**src/rtl/inst_fetch_pkg.sv**
```systemverilog
// Shared definitions for the instruction fetch unit: reset vector, NOP value,
// FSM encodings and the buffered fetch pair type.
package inst_fetch_pkg;

    localparam logic [31:0] RESET_PC = 32'h0000_0000;
    localparam logic [31:0] NOP_INST = 32'h0000_0000;

    localparam logic [1:0] ST_IDLE  = 2'd0;
    localparam logic [1:0] ST_REQ   = 2'd1;
    localparam logic [1:0] ST_DRAIN = 2'd2;

    typedef struct packed {
        logic [31:0] pc;
        logic [31:0] inst;
    } fetch_pair_t;

    function automatic logic [31:0] pc_incr(input logic [31:0] pc);
        return pc + 32'd4;
    endfunction

endpackage

```
**src/rtl/inst_fetch_if_fifo2.sv**
```systemverilog
// Two-entry buffer of fetched {pc, inst} pairs sitting between imem and decode.
// Flush empties it in one cycle; the caller guarantees no push when full.
module if_fifo2
    import inst_fetch_pkg::*;
(
    input  logic        clk,
    input  logic        rst,
    input  logic        flush,
    input  logic        push,
    input  fetch_pair_t push_data,
    input  logic        pop,
    output logic [1:0]  count,
    output fetch_pair_t head
);

    fetch_pair_t mem_r [2];
    logic        rd_ptr_r;
    logic        wr_ptr_r;
    logic [1:0]  count_r;

    // Pointer, occupancy and storage update.
    always_ff @(posedge clk) begin
        if (rst) begin
            rd_ptr_r <= 1'b0;
            wr_ptr_r <= 1'b0;
            count_r  <= 2'd0;
            mem_r[0] <= '0;
            mem_r[1] <= '0;
        end else if (flush) begin
            rd_ptr_r <= 1'b0;
            wr_ptr_r <= 1'b0;
            count_r  <= 2'd0;
        end else begin
            if (push) begin
                mem_r[wr_ptr_r] <= push_data;
                wr_ptr_r        <= ~wr_ptr_r;
            end
            if (pop) begin
                rd_ptr_r <= ~rd_ptr_r;
            end
            count_r <= count_r + {1'b0, push} - {1'b0, pop};
        end
    end

    assign count = count_r;
    assign head  = mem_r[rd_ptr_r];

endmodule

```
**src/rtl/inst_fetch.sv**
```systemverilog
// Instruction fetch unit: one outstanding imem request, 2-entry buffer, decode register.
// Optional IF_ALIGN_CHECK_EN turns a misaligned redirect into an exception slot.
module inst_fetch
    import inst_fetch_pkg::*;
(
    input  logic        clk,
    input  logic        rst,
    input  logic        stall_i,
    input  logic        flush_i,
    input  logic [31:0] new_pc_i,
    output logic        imem_req_o,
    output logic [31:0] imem_addr_o,
    input  logic        imem_ack_i,
    input  logic [31:0] imem_rdata_i,
    output logic [31:0] id_pc_o,
    output logic [31:0] id_inst_o,
    output logic        id_valid_o,
    output logic        id_excp_o
);

    logic [1:0]  state_r, state_nx_s;
    logic [31:0] fetch_pc_r, fetch_pc_nx_s;
    logic        req_r, req_nx_s;
    logic [31:0] addr_r, addr_nx_s;
    logic        halt_r, halt_nx_s;
    logic [31:0] id_pc_r;
    logic [31:0] id_inst_r;
    logic        id_valid_r;

    logic        misalign_s;
    logic [31:0] target_pc_s;
    logic        accept_s;
    logic        push_s;
    logic        pop_s;
    logic        bypass_s;
    logic [1:0]  fifo_count_s;
    logic [1:0]  count_nx_s;
    fetch_pair_t fifo_head_s;
    fetch_pair_t fetch_pair_s;

`ifdef IF_ALIGN_CHECK_EN
    assign misalign_s  = (new_pc_i[1:0] != 2'b00);
    assign target_pc_s = new_pc_i;
`else
    assign misalign_s  = 1'b0;
    assign target_pc_s = {new_pc_i[31:2], 2'b00};
`endif

    // Acks in DRAIN, IDLE or alongside a flush belong to a stale stream.
    assign accept_s     = (state_r == ST_REQ) && imem_ack_i && !flush_i;
    assign pop_s        = !flush_i && !stall_i && (fifo_count_s != 2'd0);
    assign bypass_s     = accept_s && !stall_i && (fifo_count_s == 2'd0);
    assign push_s       = accept_s && !bypass_s;
    assign count_nx_s   = fifo_count_s + {1'b0, push_s} - {1'b0, pop_s};
    assign fetch_pair_s = '{pc: addr_r, inst: imem_rdata_i};

    if_fifo2 u_fifo (
        .clk       (clk),
        .rst       (rst),
        .flush     (flush_i),
        .push      (push_s),
        .push_data (fetch_pair_s),
        .pop       (pop_s),
        .count     (fifo_count_s),
        .head      (fifo_head_s)
    );

    // Request FSM: a request is issued only if the buffer can absorb its data.
    always_comb begin
        state_nx_s    = state_r;
        req_nx_s      = req_r;
        addr_nx_s     = addr_r;
        fetch_pc_nx_s = fetch_pc_r;
        halt_nx_s     = halt_r;
        if (flush_i) begin
            fetch_pc_nx_s = target_pc_s;
            halt_nx_s     = misalign_s;
            if (req_r && !imem_ack_i) begin
                state_nx_s = ST_DRAIN;
            end else if (misalign_s) begin
                state_nx_s = ST_IDLE;
                req_nx_s   = 1'b0;
            end else begin
                state_nx_s = ST_REQ;
                req_nx_s   = 1'b1;
                addr_nx_s  = target_pc_s;
            end
        end else begin
            case (state_r)
                ST_IDLE: begin
                    if (!halt_r && (count_nx_s != 2'd2)) begin
                        state_nx_s = ST_REQ;
                        req_nx_s   = 1'b1;
                        addr_nx_s  = fetch_pc_r;
                    end else begin
                        state_nx_s = ST_IDLE;
                    end
                end
                ST_REQ: begin
                    if (imem_ack_i) begin
                        fetch_pc_nx_s = pc_incr(fetch_pc_r);
                        if (count_nx_s != 2'd2) begin
                            addr_nx_s = pc_incr(fetch_pc_r);
                        end else begin
                            state_nx_s = ST_IDLE;
                            req_nx_s   = 1'b0;
                        end
                    end else begin
                        state_nx_s = ST_REQ;
                    end
                end
                ST_DRAIN: begin
                    if (imem_ack_i && halt_r) begin
                        state_nx_s = ST_IDLE;
                        req_nx_s   = 1'b0;
                    end else if (imem_ack_i) begin
                        state_nx_s = ST_REQ;
                        addr_nx_s  = fetch_pc_r;
                    end else begin
                        state_nx_s = ST_DRAIN;
                    end
                end
                default: begin
                    state_nx_s = ST_IDLE;
                    req_nx_s   = 1'b0;
                end
            endcase
        end
    end

    // FSM and request registers.
    always_ff @(posedge clk) begin
        if (rst) begin
            state_r    <= ST_IDLE;
            req_r      <= 1'b0;
            addr_r     <= RESET_PC;
            fetch_pc_r <= RESET_PC;
            halt_r     <= 1'b0;
        end else begin
            state_r    <= state_nx_s;
            req_r      <= req_nx_s;
            addr_r     <= addr_nx_s;
            fetch_pc_r <= fetch_pc_nx_s;
            halt_r     <= halt_nx_s;
        end
    end

    // Decode register: flush beats stall, buffer head beats the bypass path.
    always_ff @(posedge clk) begin
        if (rst) begin
            id_pc_r    <= 32'h0000_0000;
            id_inst_r  <= NOP_INST;
            id_valid_r <= 1'b0;
        end else if (flush_i) begin
            id_pc_r    <= misalign_s ? new_pc_i : id_pc_r;
            id_inst_r  <= NOP_INST;
            id_valid_r <= misalign_s;
        end else if (stall_i) begin
            id_pc_r    <= id_pc_r;
            id_inst_r  <= id_inst_r;
            id_valid_r <= id_valid_r;
        end else if (pop_s) begin
            id_pc_r    <= fifo_head_s.pc;
            id_inst_r  <= fifo_head_s.inst;
            id_valid_r <= 1'b1;
        end else if (bypass_s) begin
            id_pc_r    <= addr_r;
            id_inst_r  <= imem_rdata_i;
            id_valid_r <= 1'b1;
        end else begin
            id_pc_r    <= id_pc_r;
            id_inst_r  <= NOP_INST;
            id_valid_r <= 1'b0;
        end
    end

`ifdef IF_ALIGN_CHECK_EN
    logic id_excp_r;

    // Exception flag accompanies only the misaligned-redirect slot.
    always_ff @(posedge clk) begin
        if (rst) begin
            id_excp_r <= 1'b0;
        end else if (flush_i) begin
            id_excp_r <= misalign_s;
        end else if (stall_i) begin
            id_excp_r <= id_excp_r;
        end else begin
            id_excp_r <= 1'b0;
        end
    end

    assign id_excp_o = id_excp_r;
`else
    assign id_excp_o = 1'b0;
`endif

    assign imem_req_o  = req_r;
    assign imem_addr_o = addr_r;
    assign id_pc_o     = id_pc_r;
    assign id_inst_o   = id_inst_r;
    assign id_valid_o  = id_valid_r;

endmodule

```
**config.mk**
```make
export PLATFORM = sky130hd
export DESIGN_NAME = inst_fetch
export DESIGN_NICKNAME = d
export VERILOG_FILES = /design/src/rtl/inst_fetch_pkg.sv /design/src/rtl/inst_fetch_if_fifo2.sv /design/src/rtl/inst_fetch.sv
export SDC_FILE = /design/constraint.sdc
export NUM_CORES = 1
export LEC_CHECK = 0
export BUFFER_PORTS_ARGS = -buffer_cell sky130_fd_sc_hd__buf_2
export CORE_UTILIZATION = 50
export CTS_CLUSTER_DIAMETER = 150
export DETAILED_ROUTE_END_ITERATION = 16
export GPL_TIMING_DRIVEN = 0
export PLACE_DENSITY = 0.71
export SYNTH_ARGS = -nofsm -noshare
export SYNTH_HDL_FRONTEND = slang
export SYNTH_HIERARCHICAL = 1
export SYNTH_SLANG_ARGS = --single-unit
```
**constraint.sdc**
```tcl
create_clock -name clk -period 4.77 [get_ports clk]
set_input_delay 0.477 -clock clk [delete_from_list [all_inputs] [get_ports clk]]
set_output_delay 0.477 -clock clk [all_outputs]
set_load 0.1 [all_outputs]
```
# Word-level counts from Yosys, hierarchy flattened
# Memories as Yosys holds them, arrays and structs flattened. A register that Yosys moved wholly into a read port is not among the register bits.
# Cells that the tools add are included.
[word_totals]
reg_bits = 136
mem_bits_rw = 128
word_cells = 96
input_bits = 69
latchBits = 0
n_memories = 1
mem_bits_ro = 0
[memory_table]
columns = ["name", "depth", "width", "rd", "rd_clocked_by_memory_dff", "write_ports", "line", "rtl"]
rows = [
  ["u_fifo.mem_r", 2, 64, 1, 1, 2, "inst_fetch_if_fifo2.sv:16", "fetch_pair_t mem_r [2];"],
]
[op_classes]
shift = 0
n_bitwise = 4
n_mux = 40
reduce_logical = 26
eq_ne = 11
n_lt_le_gt_ge = 0
div_mod_pow = 0
multipliers = 0
n_addsub = 3
[ops]
columns = ["operator", "count"]
rows = [
  ["$mux 32", 13],
  ["$pmux 32 s3", 1],
  ["$mux 64", 1],
  ["$reduce_or 64->1", 1],
  ["$add 32x3->32 const B", 1],
  ["$mux 1", 18],
  ["$ne 3x3->1 const B", 4],
  ["$mux 2", 5],
  ["$logic_and 1x1->1", 8],
  ["$reduce_bool 2->1", 4],
  ["$ne 2x2->1 const B", 3],
  ["$pmux 2 s3", 1],
  ["$reduce_and 6->1", 1],
  ["$reduce_and 5->1", 1],
  ["$logic_not 1->1", 4],
  ["$logic_not 2->1", 2],
  ["$ne 4x4->1 const B", 1],
  ["$not 1->1", 4],
  ["$reduce_and 2->1", 2],
  ["$reduce_bool 4->1", 1],
  ["$ne 3x2->1 const B", 1],
  ["$pmux 1 s3", 1],
  ["$reduce_and 3->1", 1],
  ["$add 2x1->2", 1],
  ["4 further kinds", 4],
]

# Longest topological paths before layout
[depth]
word_depth = 14
mapped_depth = 15

# Cells and area by module
# The synthesis kept the hierarchy.
[modules_own_cells]
columns = ["mod", "seq_area_each_um2", "instances", "area_each_um2", "cells_each"]
rows = [
  ["inst_fetch", 2562.5, 1, 6467.5, 802],
  ["if_fifo2", 3943.8, 1, 5881.9, 378],
]

# Worst setup path after synthesis
# No wires, ideal clock.
[synth_path]
kind = "input -> register"
startpoint = "input port imem_ack_i"
endpoint = "memory u_fifo/mem_r[0][0] in the netlist's numbering (enable)"
t_arrival_ns = 3.073
path_slack_ns = 1.276
setup_ns = 0.421
cell_stages = 8
cell_sequence = "clkbuf_1 -> nand2_1 -> nor4_4 -> clkbuf_1 -> nor2_1 -> nor2b_1 -> clkbuf_1 -> a21o_1"
[synth_lines]
columns = ["element", "line", "rtl"]
rows = [
  ["start, declared", "inst_fetch.sv:13", "input logic imem_ack_i,"],
  ["end, declared", "inst_fetch_if_fifo2.sv:16", ""],
]

# Worst setup path in the final report
[layout_path]
startpoint = "register state_r[1]"
endpoint = "register addr_r[3], in the netlist imem_addr_o[3]"
[layout_between]
elab_chain_len = 12
word_cells_on_any_way = 20
[layout_lines]
columns = ["element", "line", "rtl"]
rows = [
  ["start, declared", "inst_fetch.sv:21", "logic [1:0] state_r, state_nx_s;"],
  ["start signal, assigned", "inst_fetch.sv:140", "state_r <= state_nx_s;"],
  ["$eq 2x1->1 (*)", "inst_fetch.sv:50", "assign accept_s = (state_r == ST_REQ) && imem_ack_i && !flush_i;"],
  ["$logic_and 1x1->1 (*) (2 in series)", "inst_fetch.sv:50", ""],
  ["$logic_and 1x1->1 (2 in series)", "inst_fetch.sv:52", "assign bypass_s = accept_s && !stall_i && (fifo_count_s == 2'd0);"],
  ["$logic_not 1->1", "inst_fetch.sv:53", "assign push_s = accept_s && !bypass_s;"],
  ["$logic_and 1x1->1 (*)", "inst_fetch.sv:53", ""],
  ["net push_s", "inst_fetch.sv:33", "logic push_s;"],
  ["$add 2x1->2 (*)", "inst_fetch.sv:54", "assign count_nx_s = fifo_count_s + {1'b0, push_s} - {1'b0, pop_s};"],
  ["$sub 2x1->2 (*)", "inst_fetch.sv:54", ""],
  ["$ne 2x2->1 (*)", "inst_fetch.sv:91, inst_fetch.sv:102", ""],
  ["$ne 3x2->1 (no line) / $ne 3x3->1 (equally long branches)", "--", ""],
  ["$reduce_and 6->1 (no line) (*)", "--", ""],
  ["end signal, assigned", "inst_fetch.sv:142", "addr_r <= addr_nx_s;"],
  ["end, declared", "inst_fetch.sv:24", "logic [31:0] addr_r, addr_nx_s;"],
]
# The timed path passes the listed nets; every way through them passes the cells marked *.
# A chain may end at the register's enable or synchronous reset.

==> results.ini <==
[clock_tree]
clock_path_buffers = 3
cts-resized-gates = 0
insertion_delay_ns = 0.54
cts_setup_buffers = 0
cts-root-buf = clkbuf_16
cts.hold.buffers_added = 0
ctsHtreeMaxLevel = 1
cts.sinks = 261
cts_tree = built
numCtsBuffers = 29
cts.clk_slew.worst_paths_ns = 0.06

[global_route]
grt_pass1_vias = 9806
grt_max_degree = 65
grt-ovfl-total = 0
antenna_found_initial = 0
grt_pass1_wl_mm = 53.6
grtUsageTotal_pct = 26.6

[timing]
finalCritPeriodShare_pct = 89.1
fmaxAchievable_ghz = 0.235
worst_pin_slew_ns = 0.895
rsz0062_at_grt = no
period_needed_ns = 4.25
final.setup.tns_ns = 0
setup_viol = 0
fin_skew_ns = 0.0153
slew_headroom_pct = 40.4
drv_slew = 0
finalHoldViolCount = 0

[placement]
numPlacedInstances = 1670
place_congestion = 0.934
hpwl_mm = 23.4
port_buffers = 160

[detailed_routing]
ant_nets = 0
first_pass_iters = 12
drt_iter0_drc = 1209
wl_mm = 34.7
vias = 10300
remaining_drc_errors = 2
post_drt_wl_per_cell_um = 20.1
viasPerCell = 5.95

[logic_synthesis]
synth_cell_type_count = 60
synth-xor-area-share_pct = 3.13
synth_compound_area_share_pct = 12.5
synth_edf_count = 128
yosys_register_bits = 261
syn-cell-area_um2 = 12300
yosys.area_share.simple_pct = 19.6
ys_seq_area_share_pct = 52.7
synth_mux_area_share_pct = 5.93
async_reset_ff_share_pct = 0
synth_ff_type = dfxtp_1
synthCells = 1180
avgSynthCellArea_um2 = 10.5
yosys.area_share.adder_pct = 0.507
synth-warning-count = 6
synth_top_family_by_area = simple AND/OR/NAND/NOR gates

[floorplanning]
dieArea_um2 = 25300
die_h_um = 159
die_x_um = 159
ioPinCount = 168
start_util_pct = 50.9
floorplan.rows = 57
fp.coreArea_um2 = 24200

[power_and_ir_drop]
peakVddDrop_mv = 0.225
total_power_mw = 5.39
p_leak_nw = 6.16
power.density_nw_per_um2 = 371

[worst_setup_path]
crit_arrival_ns = 4.71
crit_type = reg2reg
start_kind = register
crit_fanout = 10
r2r_slack_ns = 0.52
end_kind = register
required_ns = 5.23

[cells_and_area]
fin_cells = 1725
insertedDiodeCount = 0
drive_gt1_share_pct = 24.8
fin_nets = 1453
area_delta_synth_final_pct = 17.8

[hold_path]
hold_path_class = in2reg

[status]
status = finished, violations left
violations = DRC

[run]
cap_violations = 0

[worst max-delay path, stage by stage, from the launching register on]
cell and delay [ns]:
dfxtp_1 0.30, buf_2 0.17, nor3b_2 0.37, nand2_1 0.27, nor4_4 0.42, clkbuf_1 0.46, nor2_1 0.22, ha_1 0.26
xnor3_1 0.19, nor2_1 0.10, o31ai_1 0.38, buf_2 0.33, buf_2 0.32, nand3_1 0.18, a21oi_1 0.19
[per-stage QoR]
stage / hold WS [ns] / worst slack (ns) / instance area (um2) / util (%)
after detailed placement: 0.462 / 0.167 / 13600 / 56.1
after global routing: 0.205 / 0.273 / 14500 / 60.0
after CTS: 0.186 / 0.305 / 14500 / 59.9
after global placement: 0.452 / -0.356 / 13600 / 56.0
final: 0.202 / 0.521 / 14500 / 60.0
after floorplan: 0.497 / 1.28 / 12400 / -
[cells in the mapped netlist, types with 5 or more instances]
master / number / share of area (%)
o211a_1: 8 / 0.65
inv_1: 12 / 0.36
ha_1: 5 / 0.51
dfxtp_1: 133 / 22
nand2_1: 114 / 3.5
buf_6: 13 / 1.2
and4_1: 7 / 0.50
nor4_1: 12 / 0.61
o31a_1: 5 / 0.35
buf_2: 24 / 0.97
nor2_1: 103 / 3.1
and2_1: 5 / 0.25
o211ai_1: 14 / 0.85
clkbuf_1: 52 / 1.6
a211oi_1: 15 / 0.91
and3_1: 134 / 6.8
buf_4: 17 / 1.0
mux2_2: 65 / 5.9
nand2b_1: 17 / 0.86
nand3_1: 23 / 0.93
a222oi_1: 32 / 2.6
a21oi_1: 48 / 1.9
clkbuf_2: 8 / 0.32
o21ai_0: 14 / 0.57
nor3_1: 21 / 0.85
a311oi_1: 39 / 2.8
o21a_1: 6 / 0.36
xnor2_1: 30 / 2.1
or2_2: 5 / 0.25
xor2_1: 9 / 0.64
edfxtp_1: 128 / 31
nand4_1: 10 / 0.51
[per-layer routing]
metal	share of wire [%]	track usage (%)	vias up
met4	2.3	8.17	0
met1	41	35.8	4914
li1	-	-	4788
met2	48	44.8	490
met3	8.3	3.57	77
met5	0	0	-
[worst paths after layout]
path                    from        endpoint  cells past startpoint
max               state_r[1]  imem_addr_o[3]                     14
min          imem_rdata_i[6]    id_inst_o[6]                      3
max reg2reg       state_r[1]  imem_addr_o[3]                     14
min reg2reg       id_pc_o[0]      id_pc_o[0]                      2
[state kept, by name (all words and copies together) (netlist names), named ones only]
register	cells
u_fifo/count	2
id_pc_o	32
u_fifo/mem_r	128
imem_req_o	1
imem_addr_o	30
u_fifo/rd_ptr_r	1
id_inst_o	32
u_fifo/wr_ptr_r	1
fetch_pc_r	30
id_valid_o	1
state_r	2
[cell type report]
type / count / area (um2)
inverter: 13 / 48.8
tap: 324 / 405
multi-input combinational: 794 / 5190
buffer: 118 / 644
timing repair buffer: 162 / 816
sequential: 261 / 6510
clock inverter: 16 / 131
fill: 2047 / 9700
clock buffer: 37 / 806
[power breakdown]
| group | internal, mW | total (mW) | switching, mW | leakage (nW) |
|---|---|---|---|---|
| sequential | 2.44 | 2.52 | 0.0801 | 2.40 |
| combinational | 0.171 | 0.676 | 0.505 | 3.29 |
| clock | 1.29 | 2.19 | 0.897 | 0.467 |
| total | 3.91 | 5.39 | 1.48 | 6.16 |
[kinds of logic after synthesis]
logic type	after synthesis
fa+ha+maj	5
xor+xnor	41
mux	65
buf+inv	131
other cells	1
flops	261
compound gates	204
simple gates	472
[layout by cell type, fill, tap and decap left out, types with 6 or more instances in the layout]
master | synthesis | layout
clkinv_2 | 0 | 8
buf_2 | 24 | 184
edfxtp_1 | 128 | 128
nor2_1 | 103 | 103
mux2_2 | 65 | 65
clkbuf_1 | 52 | 55
a311oi_1 | 39 | 39
nand2_1 | 114 | 114
and4_1 | 7 | 7
a222oi_1 | 32 | 32
nand2b_1 | 17 | 17
a211oi_1 | 15 | 15
and3_1 | 134 | 134
nand4_1 | 10 | 10
xor2_1 | 9 | 9
buf_4 | 17 | 19
conb_1 | 1 | 7
buf_6 | 13 | 13
o211ai_1 | 14 | 14
clkbuf_2 | 8 | 8
o21a_1 | 6 | 6
dfxtp_1 | 133 | 133
o21ai_0 | 14 | 14
a21oi_1 | 48 | 48
nor4_1 | 12 | 12
nand3_1 | 23 | 23
xnor2_1 | 30 | 30
inv_1 | 12 | 12
o211a_1 | 8 | 8
clkbuf_16 | 0 | 29
nor3_1 | 21 | 21
(Power assumes the default switching activity.)
